[src/rtl/accel_pkg.sv]
// Shared constants for the accelerator: memory geometry, loader header layout,
// packet type codes and the loader state encoding.
package accel_pkg;

    localparam int NUM_SIZE         = 16;
    localparam int NUM_INSTRUCTIONS = 16;
    localparam int WORDS_IN_MEMORY  = 32;

    // Header word layout: [31:28] type, [27:20] count, [19:15] base
    localparam int HDR_TYPE_HI  = 31;
    localparam int HDR_TYPE_LO  = 28;
    localparam int HDR_COUNT_HI = 27;
    localparam int HDR_COUNT_LO = 20;
    localparam int HDR_BASE_HI  = 19;
    localparam int HDR_BASE_LO  = 15;

    localparam logic [3:0] TYPE_INSTR = 4'd1;
    localparam logic [3:0] TYPE_DATA  = 4'd2;
    localparam logic [3:0] TYPE_START = 4'd3;

    typedef enum logic [2:0] {
        ST_IDLE    = 3'd0,
        ST_INSTR   = 3'd1,
        ST_DATA_LO = 3'd2,
        ST_DATA_HI = 3'd3,
        ST_RUN     = 3'd4,
        ST_ERR     = 3'd5
    } state_e;

endpackage

[src/rtl/prog_loader.sv]
// prog_loader: accepts a valid/ready stream of header + payload packets and
// writes them into the instruction store and data memory, then releases the
// accelerator core with run. Protocol violations park the block in ERR.
module prog_loader #(
    parameter int NUM_SIZE         = accel_pkg::NUM_SIZE,
    parameter int NUM_INSTRUCTIONS = accel_pkg::NUM_INSTRUCTIONS,
    parameter int WORDS_IN_MEMORY  = accel_pkg::WORDS_IN_MEMORY
) (
    input  logic                                clk,
    input  logic                                rst,
    input  logic                                in_valid,
    output logic                                in_ready,
    input  logic [31:0]                         in_data,
    input  logic                                in_last,
    output logic                                instr_we,
    output logic [$clog2(NUM_INSTRUCTIONS)-1:0] instr_addr,
    output logic [31:0]                         instr_wdata,
    output logic                                mem_we,
    output logic [$clog2(WORDS_IN_MEMORY)-1:0]  mem_addr,
    output logic [NUM_SIZE-1:0]                 mem_wdata,
    output logic                                run,
    output logic                                err
);
    import accel_pkg::*;

    localparam int IAW = $clog2(NUM_INSTRUCTIONS);
    localparam int MAW = $clog2(WORDS_IN_MEMORY);

    state_e          state_q, state_d;
    logic            ready_en_q;
    logic [8:0]      addr_q, addr_d;
    logic [7:0]      rem_q, rem_d;
    logic [15:0]     hi_q, hi_d;

    logic            instr_we_q, instr_we_d;
    logic [IAW-1:0]  instr_addr_q, instr_addr_d;
    logic [31:0]     instr_wdata_q, instr_wdata_d;
    logic            mem_we_q, mem_we_d;
    logic [MAW-1:0]  mem_addr_q, mem_addr_d;
    logic [NUM_SIZE-1:0] mem_wdata_q, mem_wdata_d;

    logic            accept;
    logic [3:0]      hdr_type;
    logic [7:0]      hdr_count;
    logic [4:0]      hdr_base;
    logic [8:0]      hdr_span;
    logic            instr_fits;
    logic            mem_fits;

    assign accept    = in_valid && in_ready;
    assign hdr_type  = in_data[HDR_TYPE_HI:HDR_TYPE_LO];
    assign hdr_count = in_data[HDR_COUNT_HI:HDR_COUNT_LO];
    assign hdr_base  = in_data[HDR_BASE_HI:HDR_BASE_LO];
    // 9-bit sum so base+count never wraps before the depth comparison
    assign hdr_span   = {4'd0, hdr_base} + {1'b0, hdr_count};
    assign instr_fits = {23'd0, hdr_span} <= 32'(NUM_INSTRUCTIONS);
    assign mem_fits   = {23'd0, hdr_span} <= 32'(WORDS_IN_MEMORY);

    // State register; ready_en_q keeps in_ready low until the first edge after reset
    always_ff @(posedge clk or posedge rst) begin
        if (rst) begin
            state_q    <= ST_IDLE;
            ready_en_q <= 1'b0;
        end else begin
            state_q    <= state_d;
            ready_en_q <= 1'b1;
        end
    end

    // Next-state and write-port computation; every accepted payload word is written
    // even when its in_last flag is wrong (the error is taken after the write)
    always_comb begin
        state_d       = state_q;
        addr_d        = addr_q;
        rem_d         = rem_q;
        hi_d          = hi_q;
        instr_we_d    = 1'b0;
        instr_addr_d  = instr_addr_q;
        instr_wdata_d = instr_wdata_q;
        mem_we_d      = 1'b0;
        mem_addr_d    = mem_addr_q;
        mem_wdata_d   = mem_wdata_q;
        case (state_q)
            ST_IDLE: begin
                if (accept) begin
                    addr_d = {4'd0, hdr_base};
                    rem_d  = hdr_count;
                    case (hdr_type)
                        TYPE_INSTR: begin
                            if (!instr_fits)             state_d = ST_ERR;
                            else if (hdr_count == 8'd0)  state_d = in_last ? ST_IDLE : ST_ERR;
                            else                         state_d = in_last ? ST_ERR : ST_INSTR;
                        end
                        TYPE_DATA: begin
                            if (!mem_fits)               state_d = ST_ERR;
                            else if (hdr_count == 8'd0)  state_d = in_last ? ST_IDLE : ST_ERR;
                            else                         state_d = in_last ? ST_ERR : ST_DATA_LO;
                        end
                        TYPE_START: state_d = in_last ? ST_RUN : ST_ERR;
                        default:    state_d = ST_ERR;
                    endcase
                end
            end
            ST_INSTR: begin
                if (accept) begin
                    instr_we_d    = 1'b1;
                    instr_addr_d  = addr_q[IAW-1:0];
                    instr_wdata_d = in_data;
                    addr_d        = addr_q + 9'd1;
                    rem_d         = rem_q - 8'd1;
                    if (in_last != (rem_q == 8'd1)) state_d = ST_ERR;
                    else if (rem_q == 8'd1)         state_d = ST_IDLE;
                end
            end
            ST_DATA_LO: begin
                if (accept) begin
                    mem_we_d    = 1'b1;
                    mem_addr_d  = addr_q[MAW-1:0];
                    mem_wdata_d = NUM_SIZE'(in_data[15:0]);
                    hi_d        = in_data[31:16];
                    addr_d      = addr_q + 9'd1;
                    rem_d       = rem_q - 8'd1;
                    // The final word carries the last one or two values
                    if (in_last != (rem_q <= 8'd2)) state_d = ST_ERR;
                    else if (rem_q >= 8'd2)         state_d = ST_DATA_HI;
                    else                            state_d = ST_IDLE;
                end
            end
            ST_DATA_HI: begin
                mem_we_d    = 1'b1;
                mem_addr_d  = addr_q[MAW-1:0];
                mem_wdata_d = NUM_SIZE'(hi_q);
                addr_d      = addr_q + 9'd1;
                rem_d       = rem_q - 8'd1;
                state_d     = (rem_q == 8'd1) ? ST_IDLE : ST_DATA_LO;
            end
            ST_RUN:  state_d = ST_RUN;
            ST_ERR:  state_d = ST_ERR;
            default: state_d = ST_IDLE;
        endcase
    end

    // Handshake and status outputs decoded from the current state
    always_comb begin
        in_ready = 1'b0;
        run      = 1'b0;
        err      = 1'b0;
        case (state_q)
            ST_IDLE, ST_INSTR, ST_DATA_LO: in_ready = ready_en_q;
            ST_RUN:  run = 1'b1;
            ST_ERR:  err = 1'b1;
            default: ;
        endcase
    end

    // Packet bookkeeping and registered write ports (one-cycle write latency)
    always_ff @(posedge clk or posedge rst) begin
        if (rst) begin
            addr_q        <= '0;
            rem_q         <= '0;
            hi_q          <= '0;
            instr_we_q    <= 1'b0;
            instr_addr_q  <= '0;
            instr_wdata_q <= '0;
            mem_we_q      <= 1'b0;
            mem_addr_q    <= '0;
            mem_wdata_q   <= '0;
        end else begin
            addr_q        <= addr_d;
            rem_q         <= rem_d;
            hi_q          <= hi_d;
            instr_we_q    <= instr_we_d;
            instr_addr_q  <= instr_addr_d;
            instr_wdata_q <= instr_wdata_d;
            mem_we_q      <= mem_we_d;
            mem_addr_q    <= mem_addr_d;
            mem_wdata_q   <= mem_wdata_d;
        end
    end

    assign instr_we    = instr_we_q;
    assign instr_addr  = instr_addr_q;
    assign instr_wdata = instr_wdata_q;
    assign mem_we      = mem_we_q;
    assign mem_addr    = mem_addr_q;
    assign mem_wdata   = mem_wdata_q;

endmodule

[config.mk]
export PLATFORM = sky130hd
export DESIGN_NAME = prog_loader
export DESIGN_NICKNAME = d
export VERILOG_FILES = /design/src/rtl/accel_pkg.sv /design/src/rtl/prog_loader.sv
export SDC_FILE = /design/constraint.sdc
export NUM_CORES = 1
export LEC_CHECK = 0
export ABC_AREA = 1
export CAP_MARGIN = 5
export CORE_MARGIN = 3
export CORE_UTILIZATION = 48
export CTS_BUF_LIST = sky130_fd_sc_hd__clkbuf_8
export CTS_CLUSTER_SIZE = 30
export DETAILED_ROUTE_END_ITERATION = 10
export PLACE_DENSITY = 0.79
export SYNTH_ARGS = -nofsm -noshare
export SYNTH_HDL_FRONTEND = slang
export SYNTH_SLANG_ARGS = --single-unit
[constraint.sdc]
create_clock -name clk -period 3.1 [get_ports clk]
set_clock_uncertainty 0.1 [all_clocks]
set_input_delay 0.62 -clock clk [delete_from_list [all_inputs] [get_ports clk]]
set_output_delay 0.62 -clock clk [all_outputs]
set_load 0.01 [all_outputs]
After elaboration in Yosys (flattened, before gate mapping). Cells that the tools add are included.

ROM bits: 0. Bits in latches: 0. Input port bits: 36. Register bits after elaboration: 96. Output and inout port bits: 62. Word-level logic and storage cells: 80. Memories: 0. RAM bits: 0.

Add/sub/neg operators: 3. Multiply operators: 0. Equality and inequality tests: 16. $lt $le $gt $ge: 4. Bitwise operators: 0. Mux-type cells: 34. Reduce and logical (&&, ||, !) cells: 12. Shift-type cells: 0. Divide/modulo/power cells: 0.

Operators by type and width (number): $mux W3 (13); $pmux W16 S2 (1); $pmux W9 S3 (1); $pmux W8 S3 (1); $mux W9 (2); $pmux W3 S6 (1); $mux W16 (1); $mux W8 (2); $pmux W5 S2 (1); $add A5 B8 Y9 (1); $add A9 B1 Y9 const B (1); $le A9 B5 Y1 const B (1); $le A9 B6 Y1 const B (1); $pmux W3 S3 (1); $eq A4 B2 Y1 const B (2); $eq A8 B1 Y1 const B (1); $ge A8 B2 Y1 const B (1); $le A8 B2 Y1 const B (1); $logic_not A8 Y1 (1); $sub A8 B1 Y8 const B (1); $eq A3 B2 Y1 const B (2); $eq A3 B3 Y1 const B (2); $mux W1 (6); $ne A2 B2 Y1 const B (3); 17 further kinds (21).

Logic depth before layout (Yosys ltp). Gate-level depths: netlist of run 1.

Depth in word-level cells: 6. Mapped depth: 17.

Least setup slack after synthesis of run 1. OpenSTA, ideal clock, no wires.

Path type: input to register. Start: in in_data[15]. End: reg state_q[0]. Slack: 0.605 ns. Data required time: 2.880 ns. Stages: 15. Data arrival time: 2.274 ns. Path through: ha_1 -> fa_1 -> or2_2 -> nor2_2 -> nand3_1 -> nand2_1 -> inv_1 -> nor2_2 -> nand3_1 -> nand2_1 -> nand3_1 -> nand2_1 -> nand2_1 -> nand2_1 -> nand2_1.

Word-level cells in the longest chain between the ends: 6. Elaborated cells between the ends (all ways): 8. Classes of those cells: add/sub (1); order compare (2); mux (5).

Ends and longest elaborated chain: start, declared (line prog_loader.sv:13) `input logic [31:0] in_data,`; $add A5 B8 Y9 (*) (line prog_loader.sv:55) `assign hdr_span = {4'd0, hdr_base} + {1'b0, hdr_count};`; $le A9 B6 Y1 or $le A9 B5 Y1 (tied branches) (line prog_loader.sv:57, prog_loader.sv:56); $mux W3 (on tied branches) (line prog_loader.sv:95, prog_loader.sv:90); $pmux W3 S3 (*) (line prog_loader.sv:88) `case (hdr_type)`; $mux W3 (*) (line prog_loader.sv:85) `if (accept) begin`; $pmux W3 S6 (*) (line prog_loader.sv:83) `case (state_q)`; end signal, assigned (line prog_loader.sv:65) `state_q <= state_d;`; end, declared (line prog_loader.sv:29) `state_e state_q, state_d;`.

Every way passes the cells marked *; elsewhere a longest branch is shown, timed or not. The select of a mux whose other input is x is not followed. A chain may end at the register's enable or synchronous reset.

Final worst setup path of run 1. Same ends and word-level chain as after synthesis.

==> metrics.md, run 1 <==
| Metric | Value |
|---|---|
| Asr flop ratio synth | 100% |
| Port Buffers | 97 |
| Cts repair resizes | 0 |
| Synth Area in Simple Gates | 21.7% |
| Seq/Total Area, Yosys | 50.3% |
| Area grow syn2layout | 29.2% |
| Drt wl/cell | 14.5 um |
| Tot Pwr | between 0.004 and 0.005 W |
| Worst IR drop on VDD | 0.308 mV |
| Final hold vios | 0 |
| Synth Flop Type | dfrtp_1 |
| Tmin final | ~2800 ps |
| Global route overflow | 0 |
| Post-Place Cell Area | between 5000 and 6000 um^2 |
| FMAX | 356 MHz |
| Fin crit share | 90.7% |
| Total die area | roughly 11000 um^2 |
| Req. time, crit path | 3230 ps |
| Clock buffer count from CTS | 9 |
| Syn Inst Count | 567 |
| Area leader, netlist | dfrtp_1 |
| Worst-Margin Slew | 745 ps |
| Post-synth net total | 616 |
| Initial core utilization | 51.0% |
| Vias in the first global route | 4057 |
| GR Util All Layers | 22.3% |
| Initial antenna violation count | 0 |
| CP Buf/Inv Count | 2 |
| Top delay family on crit path | simple AND/OR/NAND/NOR gates |
| Mapped Area | about 4600 um^2 |
| Max transition margin | ~50% |
| M1 GR Usage | 30.5% |
| Post-route ant nets | 0 |
| Synth cell count leaders | nand2_1 (123), dfrtp_1 (92), o21ai_0 (81) |
| # rows | 34 |
| Seq cells post-synth | 92 |
| Worst-Skew Late Latency | between 300 and 400 ps |
| DRC | 0 |
| Post-CTS Setup Bufs | 0 |
| Clock root buffer | clkbuf_8 |
| I/O Pins | 98 |
| Vias | 4052 |
| Mux contribution to synthesized area | 0% |
| Critical-path top delay cell | clkdlybuf4s50_1 |
| CORE AREA | 8980 um^2 |
| Status | finished, final reports clean |
| GP Congestion | between 0.8 and 0.9 |
| Slowest stage delay, CP | 460 ps |
| Warnings from Yosys | 0 |
| Fillers | 769 |
| Gr busiest metal | met2 |
| Synth top area cells | dfrtp_1 (50%), nand2_1 (10%), o21ai_0 (8.9%), inv_1 (5.4%), nor2_1 (4.1%) |
| Crit path launch type | input port |
| Crit end category | flip-flop |
| DRT Pass-1 Iters | 5 |
| First-pass GRT wire length | 19800 um |
| Clock transition at path regs | 90 ps |
| Most used cell, CP | nand2_1 |
| CTS H-tree lvls | 3 |
| Chip height | around 100 um |
| Largest family of logic cells by synthesized area | simple AND/OR/NAND/NOR gates |
| Setup TNS Final | 0 ps |
| RSZ-0062 raised after global routing | false |
| Diode count | 0 |
| Number of flops mapped to enable cells by yosys | 0 |
| CTS tree | done |
| Max-slew violations | 0 |
| Leak | 2.83 nW |
| Max-capacitance violation count | 0 |
| Flop-to-flop setup slack | 940 ps |
| Most instantiated library cell after synthesis | nand2_1 |
| Critical path class | input port to flip-flop |
| PD cells | 842 nW/um^2 |
| Syn Area/Cell | 8.07 um^2 |
| Clock sink count | 92 |
| Ratio of cells with drive above 1 in the final layout | under 10% |
| Design Area, Final | 5910 um^2 |
| Global Route met2 Usage | 37.0% |
| Worst hold path class | flip-flop to flip-flop |
| Post-cts hold buffer count | 0 |
| Die width | ~100 um |
| Post-synth top area share | 50.3% |
| Final setup fails | 0 |
| Vias/cell | 5.10 |
| Compound-Gate Fraction of Synth Area | between 10% and 20% |
| Peak fanout along the critical path | 2 |
| Initial DRC count | 275 |
| Worst hold slack | 389 ps |
| Wirelength, routed | ~12000 um |
| Yosys cell types | 35 |
| Largest net degree at the start of global routing | between 90 and 100 |
| Post-DP HPWL | between 8000 and 9000 um |
| Final net count | 712 |
| Met3 usage in global routing | around 4.6% |
| Critical-path cell list | clkdlybuf4s50_1 -> ha_1 -> fa_1 -> or2_2 -> nor2_2 -> nand3_1 -> nand2_1 -> inv_1 -> nor2_2 -> nand3_1 -> nand2_1 -> nand3_1 -> nand2_1 -> nand2_1 -> nand2_1 -> nand2_1 |
| Synth Area in XOR/XNOR | less than 1% |
| Clock Path Buffers | 2 |
| Post-Synth Adder-Cell Area | 3.72% |
| CP arrival | 2950 ps |
## report_power, final
part / switching, W / internal [W]
Combinational: 0.00107 / 0.00105
Sequential: 0.000312 / 0.00171
Clock: 0.000426 / 0.000395
## registers in the layout, indices dropped and copies added, names as in the netlist
signal / count
mem_addr: 5
instr_wdata: 32
mem_wdata: 16
state_q: 3
mem_we: 1
rem_q: 8
ready_en_q: 1
instr_addr: 4
instr_we: 1
addr_q: 5
hi_q: 16
## per-layer routing
metal	vias up	part of all wire [%]
met2	101	47
met4	0	1.0
met1	1908	47
li1	2033	-
met3	10	4.4
met5	-	0
## cell type report
class                           instances  area (um^2)  share of cell area, %
Sequential cell                        92         2300                   39.0
Multi-Input combinational cell        381         1900                   32.2
Timing Repair Buffer                  107         1070                   18.1
Inverter                               72          274                   4.64
Tap cell                              126          158                   2.67
Clock buffer                           10          138                   2.33
Clock inverter                          6         63.8                   1.08
## logic make-up (layout without fill, tap and decap cells)
logic type / after synthesis / count (layout)
buf+inv: 94 / 195
fa+ha+maj: 13 / 13
compound gates: 138 / 138
flops: 92 / 92
xor+xnor: 1 / 1
simple gates: 228 / 228
other cells: 1 / 1
## final timing paths
kind,from,end,cells past startpoint
max,in_data[15],state_q[0],16
min,hi_q[3],hi_q[3],2
max reg2reg,state_q[2],rem_q[3],7
min reg2reg,hi_q[3],hi_q[3],2
max in group asynchronous,rst,state_q[0],3
min in group asynchronous,rst,instr_wdata[19],3
## per-stage QoR
stage	instances	utilization [%]	setup slack [ps]
floorplan	567	-	605
global placement	778	63.6	18.1
detailed placement	778	63.6	-60.9
CTS	794	65.8	312
global route	794	65.8	156
finish	794	65.8	288
## cells in the final DEF, fill, tap and decap left out, drive strengths merged, types with 2 or more instances in the layout
master,netlist,final
nand4,5,5
clkinvlp,0,2
dfrtp,92,92
or2,3,3
o211ai,3,3
a31oi,3,3
ha,12,12
nor3,6,6
nand2,130,130
clkbuf,9,10
inv,72,73
a21oi,29,29
a22oi,3,3
o21ai,97,97
nand3,26,26
nor2,56,56
clkinv,0,2
clkdlybuf4s50,0,97
buf,13,10
## worst register-to-register path: stages (launching register included)
cell and delay (ps):
dfrtp_1 490, inv_2 140, nand3_2 60, buf_4 240
nand2_1 540, inv_1 200, o21ai_0 180, o21ai_0 110
Power figures use the tool's default switching activity.
==> inputs of run 2 (changes only) <==
--- a/config.mk
+++ b/config.mk
@@ -13,6 +13,7 @@
 export CTS_CLUSTER_SIZE = 30
 export DETAILED_ROUTE_END_ITERATION = 10
 export PLACE_DENSITY = 0.79
+export SLEW_MARGIN = 10
 export SYNTH_ARGS = -nofsm -noshare
 export SYNTH_HDL_FRONTEND = slang
 export SYNTH_SLANG_ARGS = --single-unit
==> results of run 2 <==
Final layout, timing and power as in run 1 (identical DEF).
==> inputs of run 3 (changes only) <==
--- a/config.mk
+++ b/config.mk
@@ -6,6 +6,7 @@
 export NUM_CORES = 1
 export LEC_CHECK = 0
 export ABC_AREA = 1
+export ABC_CLOCK_PERIOD_IN_PS = 3100
 export CAP_MARGIN = 5
 export CORE_MARGIN = 3
 export CORE_UTILIZATION = 48
==> results of run 3 <==
Final layout, timing and power as in run 1 (identical DEF).
